===== src/rtl/video_timing_tx_if.sv =====
// Ready/valid pixel stream with frame/line markers feeding video_timing_tx.
`timescale 1ns/1ps
interface video_timing_tx_if;
  logic [23:0] s_pixel;
  logic        s_valid;
  logic        s_sof;
  logic        s_eol;
  logic        s_ready;

  modport master (output s_pixel, s_valid, s_sof, s_eol, input s_ready);
  modport slave  (input s_pixel, s_valid, s_sof, s_eol, output s_ready);
endinterface


===== src/rtl/video_timing_tx.sv =====
// Pixel-clock raster generator that paces a ready/valid pixel stream onto
// DE/HSYNC/VSYNC/RGB, locking to start-of-frame and realigning on stream errors.
`timescale 1ns/1ps
module video_timing_tx #(
  parameter int unsigned H_ACTIVE = 1280,
  parameter int unsigned H_FP     = 110,
  parameter int unsigned H_SYNC   = 40,
  parameter int unsigned H_BP     = 220,
  parameter int unsigned V_ACTIVE = 720,
  parameter int unsigned V_FP     = 5,
  parameter int unsigned V_SYNC   = 5,
  parameter int unsigned V_BP     = 20,
  parameter bit          HS_POL   = 1'b1,
  parameter bit          VS_POL   = 1'b1
) (
  input  logic                tx_pclk,
  input  logic                tx_rst_n,
  input  logic                enable,
  video_timing_tx_if.slave    s_if,
  output logic                tx_de,
  output logic                tx_hsync,
  output logic                tx_vsync,
  output logic [7:0]          tx_red,
  output logic [7:0]          tx_green,
  output logic [7:0]          tx_blue,
  output logic [11:0]         x_pos,
  output logic [10:0]         y_pos,
  output logic                frame_start,
  output logic                locked,
  output logic                underflow
);

  localparam int unsigned H_TOTAL = H_ACTIVE + H_FP + H_SYNC + H_BP;
  localparam int unsigned V_TOTAL = V_ACTIVE + V_FP + V_SYNC + V_BP;

  localparam logic [11:0] H_LAST   = 12'(H_TOTAL - 1);
  localparam logic [11:0] H_ACT    = 12'(H_ACTIVE);
  localparam logic [11:0] H_EOL    = 12'(H_ACTIVE - 1);
  localparam logic [11:0] HS_START = 12'(H_ACTIVE + H_FP);
  localparam logic [11:0] HS_END   = 12'(H_ACTIVE + H_FP + H_SYNC);
  localparam logic [10:0] V_LAST   = 11'(V_TOTAL - 1);
  localparam logic [10:0] V_ACT    = 11'(V_ACTIVE);
  localparam logic [10:0] VS_START = 11'(V_ACTIVE + V_FP);
  localparam logic [10:0] VS_END   = 11'(V_ACTIVE + V_FP + V_SYNC);

  typedef enum logic [1:0] {IDLE, ALIGN, STREAM} state_t;

  state_t      state_q, state_d;
  logic [11:0] h_cnt_q, h_cnt_d;
  logic [10:0] v_cnt_q, v_cnt_d;
  logic        de_q, de_d;
  logic        hs_q, hs_d;
  logic        vs_q, vs_d;
  logic [23:0] rgb_q, rgb_d;
  logic [11:0] x_q, x_d;
  logic [10:0] y_q, y_d;
  logic        fs_q, fs_d;
  logic        locked_q, locked_d;
  logic        uf_q, uf_d;

  logic active, at_origin, at_last, stream_err;

  always_comb begin
    active     = (h_cnt_q < H_ACT) && (v_cnt_q < V_ACT);
    at_origin  = (h_cnt_q == '0) && (v_cnt_q == '0);
    at_last    = (h_cnt_q == H_LAST) && (v_cnt_q == V_LAST);
    // Marker checks only matter for a pixel actually offered in an active slot.
    stream_err = (state_q == STREAM) && active &&
                 (!s_if.s_valid ||
                  (s_if.s_sof && !at_origin) ||
                  (s_if.s_eol != (h_cnt_q == H_EOL)));

    // In ALIGN, junk is drained while the SOF pixel is held for the frame wrap.
    unique case (state_q)
      ALIGN:   s_if.s_ready = !(s_if.s_valid && s_if.s_sof);
      STREAM:  s_if.s_ready = active;
      default: s_if.s_ready = 1'b0;
    endcase

    state_d = state_q;
    if (!enable) begin
      state_d = IDLE;
    end else begin
      unique case (state_q)
        IDLE:    state_d = ALIGN;
        ALIGN:   if (at_last && s_if.s_valid && s_if.s_sof) state_d = STREAM;
        STREAM:  if (stream_err) state_d = ALIGN;
        default: state_d = IDLE;
      endcase
    end

    h_cnt_d = '0;
    v_cnt_d = '0;
    if (enable) begin
      if (h_cnt_q == H_LAST) begin
        v_cnt_d = (v_cnt_q == V_LAST) ? '0 : v_cnt_q + 11'd1;
      end else begin
        h_cnt_d = h_cnt_q + 12'd1;
        v_cnt_d = v_cnt_q;
      end
    end

    de_d     = enable && active;
    hs_d     = (enable && (h_cnt_q >= HS_START) && (h_cnt_q < HS_END)) ? HS_POL : ~HS_POL;
    vs_d     = (enable && (v_cnt_q >= VS_START) && (v_cnt_q < VS_END)) ? VS_POL : ~VS_POL;
    rgb_d    = (enable && (state_q == STREAM) && active && !stream_err) ? s_if.s_pixel : '0;
    x_d      = enable ? h_cnt_q : '0;
    y_d      = enable ? v_cnt_q : '0;
    fs_d     = enable && at_origin;
    uf_d     = enable && stream_err;
    locked_d = (state_d == STREAM);
  end

  always_ff @(posedge tx_pclk or negedge tx_rst_n) begin
    if (!tx_rst_n) begin
      state_q  <= IDLE;
      h_cnt_q  <= '0;
      v_cnt_q  <= '0;
      de_q     <= 1'b0;
      hs_q     <= ~HS_POL;
      vs_q     <= ~VS_POL;
      rgb_q    <= '0;
      x_q      <= '0;
      y_q      <= '0;
      fs_q     <= 1'b0;
      locked_q <= 1'b0;
      uf_q     <= 1'b0;
    end else begin
      state_q  <= state_d;
      h_cnt_q  <= h_cnt_d;
      v_cnt_q  <= v_cnt_d;
      de_q     <= de_d;
      hs_q     <= hs_d;
      vs_q     <= vs_d;
      rgb_q    <= rgb_d;
      x_q      <= x_d;
      y_q      <= y_d;
      fs_q     <= fs_d;
      locked_q <= locked_d;
      uf_q     <= uf_d;
    end
  end

  assign tx_de       = de_q;
  assign tx_hsync    = hs_q;
  assign tx_vsync    = vs_q;
  assign tx_red      = rgb_q[23:16];
  assign tx_green    = rgb_q[15:8];
  assign tx_blue     = rgb_q[7:0];
  assign x_pos       = x_q;
  assign y_pos       = y_q;
  assign frame_start = fs_q;
  assign locked      = locked_q;
  assign underflow   = uf_q;

endmodule


===== src/flat_wrapper.sv =====
// flat-port wrapper written by rule: the top's interface ports become plain ports
module video_timing_tx_flat 
#(
  parameter int unsigned H_ACTIVE = 1280,
  parameter int unsigned H_FP     = 110,
  parameter int unsigned H_SYNC   = 40,
  parameter int unsigned H_BP     = 220,
  parameter int unsigned V_ACTIVE = 720,
  parameter int unsigned V_FP     = 5,
  parameter int unsigned V_SYNC   = 5,
  parameter int unsigned V_BP     = 20,
  parameter bit          HS_POL   = 1'b1,
  parameter bit          VS_POL   = 1'b1
)
  (tx_pclk, tx_rst_n, enable, tx_de, tx_hsync, tx_vsync, tx_red, tx_green, tx_blue, x_pos, y_pos, frame_start, locked, underflow, s_if_s_pixel, s_if_s_valid, s_if_s_sof, s_if_s_eol, s_if_s_ready);
  video_timing_tx_if s_if_i ();
  input  logic tx_pclk;
  input  logic tx_rst_n;
  input  logic enable;
  output logic tx_de;
  output logic tx_hsync;
  output logic tx_vsync;
  output logic [7:0] tx_red;
  output logic [7:0] tx_green;
  output logic [7:0] tx_blue;
  output logic [11:0] x_pos;
  output logic [10:0] y_pos;
  output logic frame_start;
  output logic locked;
  output logic underflow;
  input wire logic [$bits(s_if_i.s_pixel)-1:0] s_if_s_pixel;
  input wire logic [$bits(s_if_i.s_valid)-1:0] s_if_s_valid;
  input wire logic [$bits(s_if_i.s_sof)-1:0] s_if_s_sof;
  input wire logic [$bits(s_if_i.s_eol)-1:0] s_if_s_eol;
  output wire logic [$bits(s_if_i.s_ready)-1:0] s_if_s_ready;
  assign s_if_i.s_pixel = s_if_s_pixel;
  assign s_if_i.s_valid = s_if_s_valid;
  assign s_if_i.s_sof = s_if_s_sof;
  assign s_if_i.s_eol = s_if_s_eol;
  assign s_if_s_ready = s_if_i.s_ready;
  video_timing_tx #(.H_ACTIVE(H_ACTIVE), .H_FP(H_FP), .H_SYNC(H_SYNC), .H_BP(H_BP), .V_ACTIVE(V_ACTIVE), .V_FP(V_FP), .V_SYNC(V_SYNC), .V_BP(V_BP), .HS_POL(HS_POL), .VS_POL(VS_POL)) u_core (.tx_pclk(tx_pclk), .tx_rst_n(tx_rst_n), .enable(enable), .s_if(s_if_i), .tx_de(tx_de), .tx_hsync(tx_hsync), .tx_vsync(tx_vsync), .tx_red(tx_red), .tx_green(tx_green), .tx_blue(tx_blue), .x_pos(x_pos), .y_pos(y_pos), .frame_start(frame_start), .locked(locked), .underflow(underflow));
endmodule

===== config.mk =====
export PLATFORM = sky130hd
export DESIGN_NAME = video_timing_tx_flat
export DESIGN_NICKNAME = d
export VERILOG_FILES = /design/src/rtl/video_timing_tx_if.sv /design/src/rtl/video_timing_tx.sv /design/src/flat_wrapper.sv
export SDC_FILE = /design/constraint.sdc
export NUM_CORES = 1
export LEC_CHECK = 0
export ABC_AREA = 1
export BUFFER_PORTS_ARGS = -buffer_cell sky130_fd_sc_hd__buf_2
export CAP_MARGIN = 10
export CORE_MARGIN = 2
export CORE_UTILIZATION = 25
export DETAILED_ROUTE_END_ITERATION = 6
export GPL_TIMING_DRIVEN = 1
export HOLD_SLACK_MARGIN = 0.06
export PLACE_DENSITY_LB_ADDON = 0.3
export SYNTH_ARGS = -nofsm -noshare
export SYNTH_HDL_FRONTEND = slang
export SYNTH_SLANG_ARGS = --single-unit
export TNS_END_PERCENT = 5

===== constraint.sdc =====
create_clock -name tx_pclk -period 3.67 [get_ports tx_pclk]
set_clock_uncertainty 0.1 [all_clocks]
set_input_delay 0.734 -clock tx_pclk [delete_from_list [all_inputs] [get_ports tx_pclk]]
set_output_delay 0.734 -clock tx_pclk [all_outputs]
set_load 0.01 [all_outputs]

# Word level (Yosys, flattened, before mapping)
# Index checks and enable logic that the tools add are counted.
word_totals:
  regBits: 78
  in_bits: 30
  out_inout_bits: 54
  word_cells: 71
op_classes:
  add_sub_neg: 2
  order_cmp: 6
  n_eq_ne: 8
  mux: 15
  reduce_logical: 28
op_table:
  columns: ["operator", "n"]
  rows:
  - ["11-bit 2-to-1 mux", 4]
  - ["12-bit 2-to-1 mux", 3]
  - ["12-bit by 11-bit == test with 1-bit output, second input constant", 2]
  - ["12-bit by 11-bit less-than comparator with 1-bit output, second input constant", 2]
  - ["24-bit 2-to-1 mux", 1]
  - ["11-bit by 10-bit less-than comparator with 1-bit output, second input constant", 2]
  - ["1-bit logical AND", 19]
  - ["12-bit by 1-bit adder with 12-bit output, second input constant", 1]
  - ["12-bit by 11-bit >= comparator with 1-bit output, second input constant", 1]
  - ["12-bit logical NOT", 1]
  - ["11-bit by 1-bit adder with 11-bit output, second input constant", 1]
  - ["11-bit by 10-bit == test with 1-bit output, second input constant", 1]
  - ["11-bit by 10-bit >= comparator with 1-bit output, second input constant", 1]
  - ["11-bit logical NOT", 1]
  - ["2-bit 2-to-1 mux", 3]
  - ["2-bit one-hot mux with 3 select lines", 1]
  - ["2-bit == test, second input constant", 2]
  - ["1-bit logical NOT", 4]
  - ["2-bit by 1-bit == test with 1-bit output, second input constant", 1]
  - ["2-bit logical NOT", 1]
  - ["1-bit logical OR", 2]
  - ["1-bit 2-to-1 mux", 2]
  - ["2-bit by 1-bit != test with 1-bit output, second input constant", 1]
  - ["1-bit one-hot mux with 2 select lines", 1]
  - ["1-bit != test", 1]

# Longest topological paths before layout
# Gate-level depths: netlist (run 1).
depth:
  depth_word: 11
  depth_mapped: 14
  mapped_depth_nobuf: 14

# Worst setup path before layout (run 1)
# Ideal clock, no wire load.
synth_timing:
  kind: "flip-flop to output port"
  start: "reg u_core.v_cnt_q[8]"
  end: "out s_if_s_ready"
  arrival_ns: 1.124
  t_required_ns: 2.836
  setup_slack_ns: 1.712
  path_stages_with_launch: 6
  n_path_buf: 0
  path_cell_list: "dfrtp_1 > nor3_1 > nand2_1 > nand4_1 > nor2_2 > o21a_1"
synth_between:
  elab_chain_len: 3
synth_lines:
  columns: ["item", "line_no", "source"]
  rows:
  - ["start, declared", "video_timing_tx.sv:50", "logic [10:0] v_cnt_q, v_cnt_d;"]
  - ["start signal, assigned", "video_timing_tx.sv:131", "v_cnt_q <= v_cnt_d;"]
  - ["11-bit by 10-bit less-than comparator with 1-bit output", "video_timing_tx.sv:64", "active = (h_cnt_q < H_ACT) && (v_cnt_q < V_ACT);"]
  - ["1-bit logical AND", "video_timing_tx.sv:64", null]
  - ["1-bit one-hot mux with 2 select lines", "video_timing_tx.sv:74", "unique case (state_q)"]
  - ["end, declared", "flat_wrapper.sv:35", "output wire logic [$bits(s_if_i.s_ready)-1:0] s_if_s_ready;"]
# No other way between the ends.

# Worst setup path in the final report (run 1)
# Ends and elaborated chain as after synthesis.

==> reports/qor.csv, run 1 <==
stage,metric,value,unit
outcome,status,completed,
timing,crit share post-route,70.4,%
timing,Worst-Margin Slew,0.958,ns
critical_path,Arrival @ worst endpoint,1.75,ns
timing,RSZ-0062 raised after global routing,false,
critical_path,critical path capture point type,output port,
global_routing,vias in the first global route,2832,
pwr,Tot Pwr,1.95,mW
finish,Util after Layout,32.2,%
clocking,clk slew on worst S/H paths,0.06,ns
place,count of input and output buffers,83,
synth,Post-Syn Area,0.00352,mm2
detailed_routing,final wirelength,8.10,mm
synth,Post-Synth Simple-Gate Area,24.4,%
critical_path,max incr delay on CP,0.43,ns
floorplanning,I/O pin count,84,
floorplanning,Die Area,0.0150,mm2
clocking,Clock Latency Late Sink,0.33,ns
synth,sequential area share after synthesis,55.5,%
timing,Fin Setup TNS,0,ns
clocking,CTS buffer count,9,
finish,fillers,1430,
synth,Post-synth EDFFs,0,
place,GP Congestion,0.875,
timing,Final Max Slew Viols,0,
critical_path,CP max FO,6,
synth,post-synth net total,447,
timing,Worst slew margin,36.2,%
synth,post-synthesis async set-or-reset flop share,100,%
clocking,clk sinks,78,
clocking,clk buf depth,2,
detailed_routing,DR WL/cell,11.9,um
critical_path,Worst Path Required,2.84,ns
synth,synth warn,0,
global_routing,global route overflow,0,
job,max cap viols,0,
timing,minimum clock period,2.58,ns
floorplanning,row count,43,
synth,Post-Synth Adder-Cell Area,3.56,%
synth,Synth Flop Type,dfrtp_1,
critical_path,Worst setup SP type,flop,
synth,"area leader, netlist",dfrtp_1,
clocking,CTS resizes,0,
synth,top-count cell post-synth,nand2_1,
detailed_routing,1st-pass router iterations,6,
synth,Synth Area in Compound Gates,5.12,%
clocking,CTS HTree Levels,3,
pwr,PwrDens,436,mW/mm2
detailed_routing,DRC Markers,0,
finish,multi-input logic area,0.00119,mm2
finish,Nets,535,
pwr,VDD IR-drop max,239,uV
synth,Post-Synth XOR/XNOR Area,0.747,%
timing,final hold vios,0,
global_routing,GRT Overall Usage,11.7,%
synth,"top cells by area, synth","dfrtp_1 (56%), nand2_1 (9.3%), inv_1 (9.1%)",
synth,share of the synthesized area in the top cell type,55.5,%
detailed_routing,DR iter-0 viols,182,
clocking,CTS tree,yes,
floorplanning,Die Y,123,um
floorplanning,Die Wd,123,um
floorplanning,Starting Density,25.4,%
critical_path,CP Buf/Inv Count,1,
clocking,buffer count from post-CTS setup fixing,0,
clocking,cts hold-fix bufs,0,
synth,synth cell count leaders,"nand2_1 (87), inv_1 (85), dfrtp_1 (78)",
finish,Area Overhead vs Synth,26.8,%
finish,antenna cells,0,
detailed_routing,final antenna-violating net count,0,
pwr,P_leak,2.61,nW
global_routing,first-pass GRT wire length,13.6,mm
finish,layout cells sized above 1,26.4,%
synth,Post-Synthesis Cells,407,
timing,final worst slack,1.09,ns
clocking,Root Buffer Master,clkbuf_16,
synth,multiplexer share of the synthesized area,0,%
critical_path,cell breakdown of the critical path,"nor3_1, nand2_1, nand4_1, nor2_2, o21a_1, buf_2",
place,Post-DP HPWL,5.88,mm
finish,Final Cell Area,0.00446,mm2
synth,#FFs+latches synth,78,
timing,f_max,387,MHz
detailed_routing,Via-to-Cell Ratio,4.07,
synth,post-synthesis cell type count,31,
global_routing,largest net degree at the start of global routing,79,
critical_path,top cell family by delay on the critical path,simple AND/OR/NAND/NOR gates,
timing,Final Setup Violations,0,
detailed_routing,via count,2770,
place,area post-placement,0.00412,mm2
critical_path,crit path kind,reg -> out,
place,Setup WS pre-CTS,1.44,ns
floorplanning,core area,0.0138,mm2
finish,Seq. cell area,0.00195,mm2
synth,Synth Area per Inst,8.64,um2
global_routing,initial antenna violation count,0,
synth,combinational family with the most area after synthesis,simple AND/OR/NAND/NOR gates,
critical_path,CP max stage cell,dfrtp_1,
hold_path,Worst Hold Class,reg -> reg,
==> flip-flops by register name, indices dropped and copies added (netlist names), 2 cells and up <==
signal,flops
u_core.y_pos,11
u_core.state_q,2
u_core.h_cnt_q,12
u_core.v_cnt_q,11
u_core.rgb_q,24
u_core.x_pos,12
==> where the power goes <==
part	switching, mW	total (mW)	internal, mW
Combinational	0.0605	0.0903	0.0298
Clock	0.332	0.982	0.650
Sequential	0.00644	0.873	0.867
Total	0.398	1.95	1.55
==> metrics by stage <==
stage               hold slack [ns]  cells
finish                        0.427    680
global route                  0.449    680
CTS                           0.428    680
detailed placement            0.413    664
global placement              0.423    664
floorplan                     0.338    407
==> metal layers <==
layer,vias to the layer above,track usage [%],routed length [um]
met5,-,0,0
met4,0,5.68,211
met3,16,4.28,648
met2,82,18.2,3550
met1,1275,14.5,3690
li1,1397,-,-
==> layout by cell type (no fill, tap or decap) <==
| master | synthesis | routed |
|---|---|---|
| a2111oi_0 | 1 | 1 |
| a211oi_1 | 1 | 1 |
| a21boi_0 | 1 | 1 |
| a21oi_1 | 11 | 11 |
| a22oi_1 | 1 | 1 |
| a31oi_1 | 2 | 2 |
| buf_2 | 3 | 82 |
| buf_4 | 0 | 2 |
| bufinv_16 | 0 | 2 |
| clkbuf_1 | 2 | 1 |
| clkbuf_16 | 0 | 9 |
| clkbuf_8 | 0 | 3 |
| clkinv_2 | 0 | 1 |
| dfrtp_1 | 78 | 78 |
| ha_1 | 10 | 10 |
| inv_1 | 85 | 85 |
| inv_2 | 3 | 3 |
| nand2_1 | 87 | 87 |
| nand2_2 | 2 | 2 |
| nand3_1 | 9 | 9 |
| nand3_2 | 1 | 1 |
| nand3b_4 | 1 | 1 |
| nand4_1 | 4 | 4 |
| nor2_1 | 47 | 47 |
| nor2_2 | 23 | 23 |
| nor2_4 | 1 | 1 |
| nor3_1 | 9 | 9 |
| nor3_2 | 2 | 2 |
| nor3b_1 | 2 | 2 |
| nor4_1 | 1 | 1 |
| o2111ai_1 | 1 | 1 |
| o21a_1 | 1 | 1 |
| o21ai_0 | 13 | 13 |
| xnor2_1 | 1 | 1 |
| xor2_1 | 2 | 2 |
==> final timing paths <==
path                                          startpoint                            end  slack, ns  cells after the start
setup / recovery           u_core.v_cnt_q[8]$_DFFE_PN0P_                   s_if_s_ready       1.09                      6
hold / removal              u_core.h_cnt_q[11]$_DFF_PN0_     u_core.x_pos[11]$_DFF_PN0_       0.43                      2
setup reg to reg             u_core.h_cnt_q[1]$_DFF_PN0_  u_core.v_cnt_q[7]$_DFFE_PN0P_       1.52                     10
hold reg to reg             u_core.h_cnt_q[11]$_DFF_PN0_     u_core.x_pos[11]$_DFF_PN0_       0.43                      2
max in group asynchronous                       tx_rst_n      u_core.x_pos[6]$_DFF_PN0_       2.40                      1
min in group asynchronous                       tx_rst_n      u_core.rgb_q[4]$_DFF_PN0_       0.45                      1
==> area by class of cell <==
cell class,instances,share of cell area [%]
Clock inverter,3,1.46
Sequential cell,78,43.8
Multi-Input combinational cell,234,26.7
Clock buffer,13,6.06
Tap cell,180,5.05
Timing Repair Buffer,84,9.55
Inverter,88,7.41
==> logic make-up (layout without fill, tap and decap cells) <==
kind of cell	after synthesis	after routing
AND/OR/NAND/NOR	189	189
buffers and inverters	95	188
flip-flops	78	78
AO/OA/AOI/OAI	32	32
adder cells (fa/ha/maj)	10	10
XOR/XNOR	3	3
==> worst register-to-register path, stage by stage (launching register included) <==
cell,delay [ns]
dfrtp_1,0.43
inv_1,0.10
ha_1,0.17
nor3b_1,0.19
nand4_1,0.12
nand2_2,0.30
inv_2,0.20
nor2_1,0.22
nand3_1,0.11
nand2_1,0.07
a21oi_1,0.04
Power figures use the tool's default switching activity.
==> run 2, diff against run 1 <==
clock period = 2.6 ns   (was 3.67 ns; I/O delays follow)
==> run 2 against run 1 <==
Against the previous run: core utilization up 0.23 points; global-route usage up 0.19 points; count of clock-buffer cells in the layout down 4; wire length up 1.9%; final cell count up 0.59%; final area up 0.70%.
==> reports/qor.csv, run 2 (synthesis results as in run 1) <==
stage,metric,value,unit
floorplanning,row count,43,
critical_path,CP max stage cell,dfrtp_1,
pwr,VDD IR-drop max,319,uV
detailed_routing,final antenna-violating net count,0,
clocking,clk buf depth,2,
critical_path,cell breakdown of the critical path,"nor3_1, nand2_1, nand4_1, nor2_2, o21a_1, buf_2",
detailed_routing,DR WL/cell,12.1,um
detailed_routing,1st-pass router iterations,4,
global_routing,vias in the first global route,2815,
timing,final worst slack,0.223,ns
timing,RSZ-0062 raised after global routing,false,
pwr,PwrDens,605,mW/mm2
critical_path,Arrival @ worst endpoint,1.76,ns
clocking,Clock Latency Late Sink,0.34,ns
critical_path,top cell family by delay on the critical path,simple AND/OR/NAND/NOR gates,
timing,minimum clock period,2.38,ns
timing,Final Setup Violations,0,
floorplanning,Die Area,0.0150,mm2
pwr,P_leak,2.62,nW
floorplanning,Starting Density,25.4,%
finish,Largest register FFs,24,
critical_path,Worst setup SP type,flop,
detailed_routing,DRC Markers,0,
finish,most frequent cells in the layout,"nand2_1 (87), inv_1 (85), buf_2 (82)",
outcome,status,completed,
critical_path,crit path kind,reg -> out,
clocking,clk slew on worst S/H paths,0.06,ns
clocking,clk sinks,78,
finish,antenna cells,0,
detailed_routing,via count,2781,
critical_path,Worst Path Required,1.98,ns
timing,Worst-Margin Slew,0.515,ns
clocking,Root Buffer Master,clkbuf_16,
job,max cap viols,0,
global_routing,first-pass GRT wire length,13.6,mm
timing,Worst slew margin,65.3,%
timing,final hold vios,0,
timing,f_max,421,MHz
critical_path,CP Buf/Inv Count,1,
hold_path,Worst Hold Class,in -> reg,
global_routing,GRT Overall Usage,11.9,%
finish,Area Overhead vs Synth,27.7,%
timing,Fin Setup TNS,0,ns
finish,"commonest non-fill, non-tap cell in the layout",nand2_1,
place,Setup WS pre-CTS,0.524,ns
place,Post-DP HPWL,6.05,mm
timing,crit share post-route,91.4,%
detailed_routing,final wirelength,8.25,mm
clocking,cts hold-fix bufs,1,
global_routing,initial antenna violation count,0,
timing,Final Max Slew Viols,0,
floorplanning,core area,0.0138,mm2
critical_path,max incr delay on CP,0.43,ns
critical_path,CP max FO,6,
finish,layout cells sized above 1,27.0,%
clocking,CTS resizes,0,
clocking,CTS HTree Levels,3,
global_routing,global route overflow,0,
floorplanning,Die Wd,123,um
critical_path,critical path capture point type,output port,
finish,fillers,1431,
place,GP Congestion,0.890,
finish,largest register by flop count,u_core.rgb_q,
clocking,CTS tree,yes,
clocking,buffer count from post-CTS setup fixing,0,
floorplanning,Die Y,123,um
detailed_routing,Via-to-Cell Ratio,4.07,
detailed_routing,DR iter-0 viols,164,
clocking,CTS buffer count,9,
global_routing,largest net degree at the start of global routing,52,
place,count of input and output buffers,83,
floorplanning,I/O pin count,84,
finish,Nets,539,
==> run 2: cell count changes in the layout (fill, tap and decap cells not counted), sizes merged <==
cell and change:
buf +3, clkbuf -4, clkinvlp +3, dlygate4sd3 +1, inv +1
==> run 2: worst paths after layout <==
path	slack (ns)	end	cells past startpoint	start
max reg2reg	0.54	u_core.rgb_q[23]$_DFF_PN0_	8	u_core.h_cnt_q[0]$_DFF_PN0_
min reg2reg	0.44	u_core.y_pos[9]$_DFF_PN0_	2	u_core.v_cnt_q[9]$_DFFE_PN0P_
max in group asynchronous	1.23	u_core.h_cnt_q[4]$_DFF_PN0_	3	tx_rst_n
min	0.29	u_core.rgb_q[2]$_DFF_PN0_	3	s_if_s_pixel[2]
max	0.22	s_if_s_ready	6	u_core.v_cnt_q[8]$_DFFE_PN0P_
min in group asynchronous	0.57	u_core.x_pos[10]$_DFF_PN0_	2	tx_rst_n
==> run 2: where the power goes <==
group | total (mW) | internal (mW) | leakage [nW] | switching, mW
Sequential | 1.23 | 1.22 | 1.08 | 0.00855
Combinational | 0.136 | 0.0484 | 1.39 | 0.0874
Clock | 1.35 | 0.841 | 0.148 | 0.507
Total | 2.72 | 2.11 | 2.62 | 0.603
==> run 2: through the flow <==
step | total power [mW] | instance area, um2 | util, % | hold slack (ns) | std cells
final | 2.72 | 4490 | 32.5 | 0.292 | 684
after global routing | 2.84 | 4490 | 32.5 | 0.281 | 684
after CTS | 2.76 | 4490 | 32.5 | 0.273 | 684
after detailed placement | 1.39 | 4160 | 30.1 | 0.369 | 667
after global placement | 1.39 | 4160 | 30.1 | 0.362 | 667
after floorplan | 1.31 | 3520 | - | 0.124 | 407
==> run 2: area by class of cell <==
class | count | area (um2) | area share, %
sequential | 78 | 1950 | 43.5
multi-input combinational | 234 | 1190 | 26.5
timing repair buffer | 88 | 470 | 10.5
inverter | 88 | 330 | 7.36
clock buffer | 9 | 225 | 5.02
tap | 180 | 225 | 5.02
clock inverter | 7 | 96.3 | 2.15
==> run 2: worst reg2reg max path, delay by kind of cell, from the launching register on <==
family / cells / cell delay [ns]
AND/OR/NAND/NOR: 7 / 1.23
adder cells (fa/ha/maj): 1 / 0.22
flip-flops: 1 / 0.44
==> run 2: layer usage <==
metal  global-route usage [%]  share of wire [%]
met1                     14.8                 47
met2                     18.6                 45
met3                     4.97                7.0
met4                     4.09                1.3
met5                        0                  0
==> run 3, diff against run 2 <==
CORE_ASPECT_RATIO = 2   (was unset)
==> run 3 against run 2 <==
Against the previous run: count of clock-buffer cells in the layout increased by 2; power increased by 0.64%; flip-flop and latch count unchanged; register-to-register slack got worse by 0.08 ns; sequential power about the same; wire length increased by 6.7%; combinational power about the same; worst setup slack got worse by 0.056 ns; first-iteration DRC count decreased by 13%; critical endpoint unchanged; largest cell class unchanged; highest routed layer unchanged.
==> reports/qor.csv, run 3 (synthesis results as in run 1) <==
stage,metric,value,unit
clocking,Root Buffer Master,clkbuf_16,
finish,final std cells w/o fill,693,
clocking,CTS HTree Levels,3,
clocking,clk buf depth,2,
timing,Final Max Slew Viols,0,
pwr,Sw Share,21.8,%
timing,crit share post-route,93.6,%
finish,antenna cells,0,
timing,RSZ-0062 raised after global routing,false,
critical_path,CP max FO,4,
global_routing,largest net degree at the start of global routing,43,
timing,f_max,411,MHz
outcome,status,completed,
place,Post-DP HPWL,6.84,mm
clocking,CTS buffer count,9,
job,max cap viols,0,
detailed_routing,wl on met1,2.98,mm
floorplanning,row count,61,
floorplanning,Die Y,172,um
floorplanning,Starting Density,25.5,%
timing,Final Setup Violations,0,
global_routing,vias in the first global route,2910,
floorplanning,Die Area,0.0151,mm2
global_routing,first-pass GRT wire length,13.8,mm
finish,Area Overhead vs Synth,28.1,%
pwr,Flop pwr share,45.1,%
detailed_routing,met2 WL,4.98,mm
timing,Worst-Margin Slew,0.553,ns
detailed_routing,DR WL/cell,12.7,um
timing,final hold vios,0,
critical_path,critical path capture point type,output port,
finish,fillers,1457,
clocking,Clock Latency Late Sink,0.34,ns
detailed_routing,final antenna-violating net count,0,
hold_path,Worst Hold Class,in -> async,
pwr,Comb pwr share,4.9,%
clocking,cts hold-fix bufs,0,
detailed_routing,DR iter-0 viols,143,
floorplanning,I/O pin count,84,
pwr,VDD IR-drop max,324,uV
critical_path,Worst setup SP type,flop,
critical_path,CP max stage cell,dfrtp_1,
pwr,Int Pwr,2.14,mW
pwr,Clock power frac,50.0,%
pwr,Psw,0.596,mW
critical_path,top cell family by delay on the critical path,simple AND/OR/NAND/NOR gates,
critical_path,max incr delay on CP,0.46,ns
critical_path,CP Buf/Inv Count,2,
clocking,clk slew on worst S/H paths,0.06,ns
detailed_routing,Via-to-Cell Ratio,4.10,
timing,Worst slew margin,63.2,%
global_routing,GRT Overall Usage,12.2,%
timing,Fin Setup TNS,0,ns
place,placed cell count,677,
pwr,PwrDens,607,mW/mm2
clocking,CTS tree,yes,
finish,layout cells sized above 1,27.2,%
global_routing,initial antenna violation count,0,
global_routing,global route overflow,0,
clocking,clk sinks,78,
detailed_routing,Routed met3 length,343,um
detailed_routing,DRC Markers,0,
finish,Largest register FFs,24,
finish,most frequent cells in the layout,"nand2_1 (87), inv_1 (85), buf_2 (82)",
floorplanning,core area,0.0138,mm2
critical_path,crit path kind,reg -> out,
timing,minimum clock period,2.43,ns
detailed_routing,Max Used Layer,met4,
floorplanning,Die Wd,87.9,um
finish,largest register by flop count,u_core.rgb_q,
critical_path,CP dominant cell by count,nand2_1,
detailed_routing,final wirelength,8.81,mm
pwr,P_leak,2.62,nW
detailed_routing,via count,2844,
finish,Util after Layout,32.6,%
place,GP Congestion,0.943,
finish,Nets,539,
critical_path,cell breakdown of the critical path,"nand2_1, inv_1, nand2_1, nand4_1, nor2_2, o21a_1, buf_2",
finish,"commonest non-fill, non-tap cell in the layout",nand2_1,
clocking,buffer count from post-CTS setup fixing,0,
detailed_routing,1st-pass router iterations,4,
critical_path,Worst Path Required,1.98,ns
place,count of input and output buffers,83,
critical_path,Arrival @ worst endpoint,1.81,ns
-- run 3: power by group through the flow --
stage / Clock [mW] / Sequential, mW / Combinational [mW]
detailed placement: 0 / 1.25 / 0.138
global placement: 0 / 1.25 / 0.136
global route: 1.46 / 1.23 / 0.155
finish: 1.37 / 1.23 / 0.134
floorplan: 0 / 1.26 / 0.0586
CTS: 1.41 / 1.23 / 0.139
-- run 3: layout make-up --
| cell class | count | area (um2) | share of cell area (%) |
|---|---|---|---|
| clock inverters | 5 | 82.6 | 1.83 |
| flip-flops and latches | 78 | 1950 | 43.3 |
| well taps | 189 | 236 | 5.25 |
| inverters | 88 | 330 | 7.33 |
| multi-input cells | 234 | 1190 | 26.5 |
| repair buffers | 88 | 468 | 10.4 |
| clock buffers | 11 | 243 | 5.39 |
-- run 3: worst reg2reg max path, stage by stage, from the launching register on --
cell and delay (ns):
dfrtp_1 0.45, inv_1 0.11, ha_1 0.15, nand2_1 0.05, inv_1 0.04, nand2_1 0.04
nor2_1 0.17, nand3_1 0.17, nand2_1 0.10, nand3_2 0.08, nand3b_4 0.40, nor2_1 0.20
-- run 3: final timing paths --
check                                              startpoint  slack (ns)  cells after the start                           to
worst max register to register  u_core.v_cnt_q[0]$_DFFE_PN0P_        0.46                     11    u_core.rgb_q[0]$_DFF_PN0_
min in group tx_pclk                          s_if_s_pixel[2]        0.29                      3    u_core.rgb_q[2]$_DFF_PN0_
max in group asynchronous                            tx_rst_n        1.72                      2   u_core.rgb_q[13]$_DFF_PN0_
worst min register to register    u_core.h_cnt_q[0]$_DFF_PN0_        0.43                      1  u_core.h_cnt_q[0]$_DFF_PN0_
worst max-delay path             u_core.h_cnt_q[10]$_DFF_PN0_        0.17                      7                 s_if_s_ready
worst min-delay path                                 tx_rst_n        0.06                      1    u_core.x_pos[0]$_DFF_PN0_
-- run 3: layer usage --
layer	vias to the layer above	GRT usage (%)
li1	1406	-
met1	1330	11.2
met2	79	22.5
met3	29	2.50
met4	0	9.36
met5	-	0
-- run 3: repair_timing --
action / CTS / global route
resized for setup: 0 / 1
setup endpoints to repair: 0 / 1
hold endpoints to repair: 0 / 0
-- run 3: stage by stage --
| stage | hold WS [ns] | total power, mW | worst slack [ns] | instance area, um2 |
|---|---|---|---|---|
| 2_1_floorplan | 0.124 | 1.31 | 0.856 | 3520 |
| 3_3_place_gp | 0.401 | 1.39 | 0.385 | 4180 |
| 3_5_place_dp | 0.418 | 1.39 | 0.382 | 4180 |
| 4_1_cts | 0.0821 | 2.78 | 0.0141 | 4500 |
| 5_1_grt | 0.104 | 2.85 | 0.0715 | 4510 |
| 6_report | 0.0610 | 2.73 | 0.167 | 4510 |
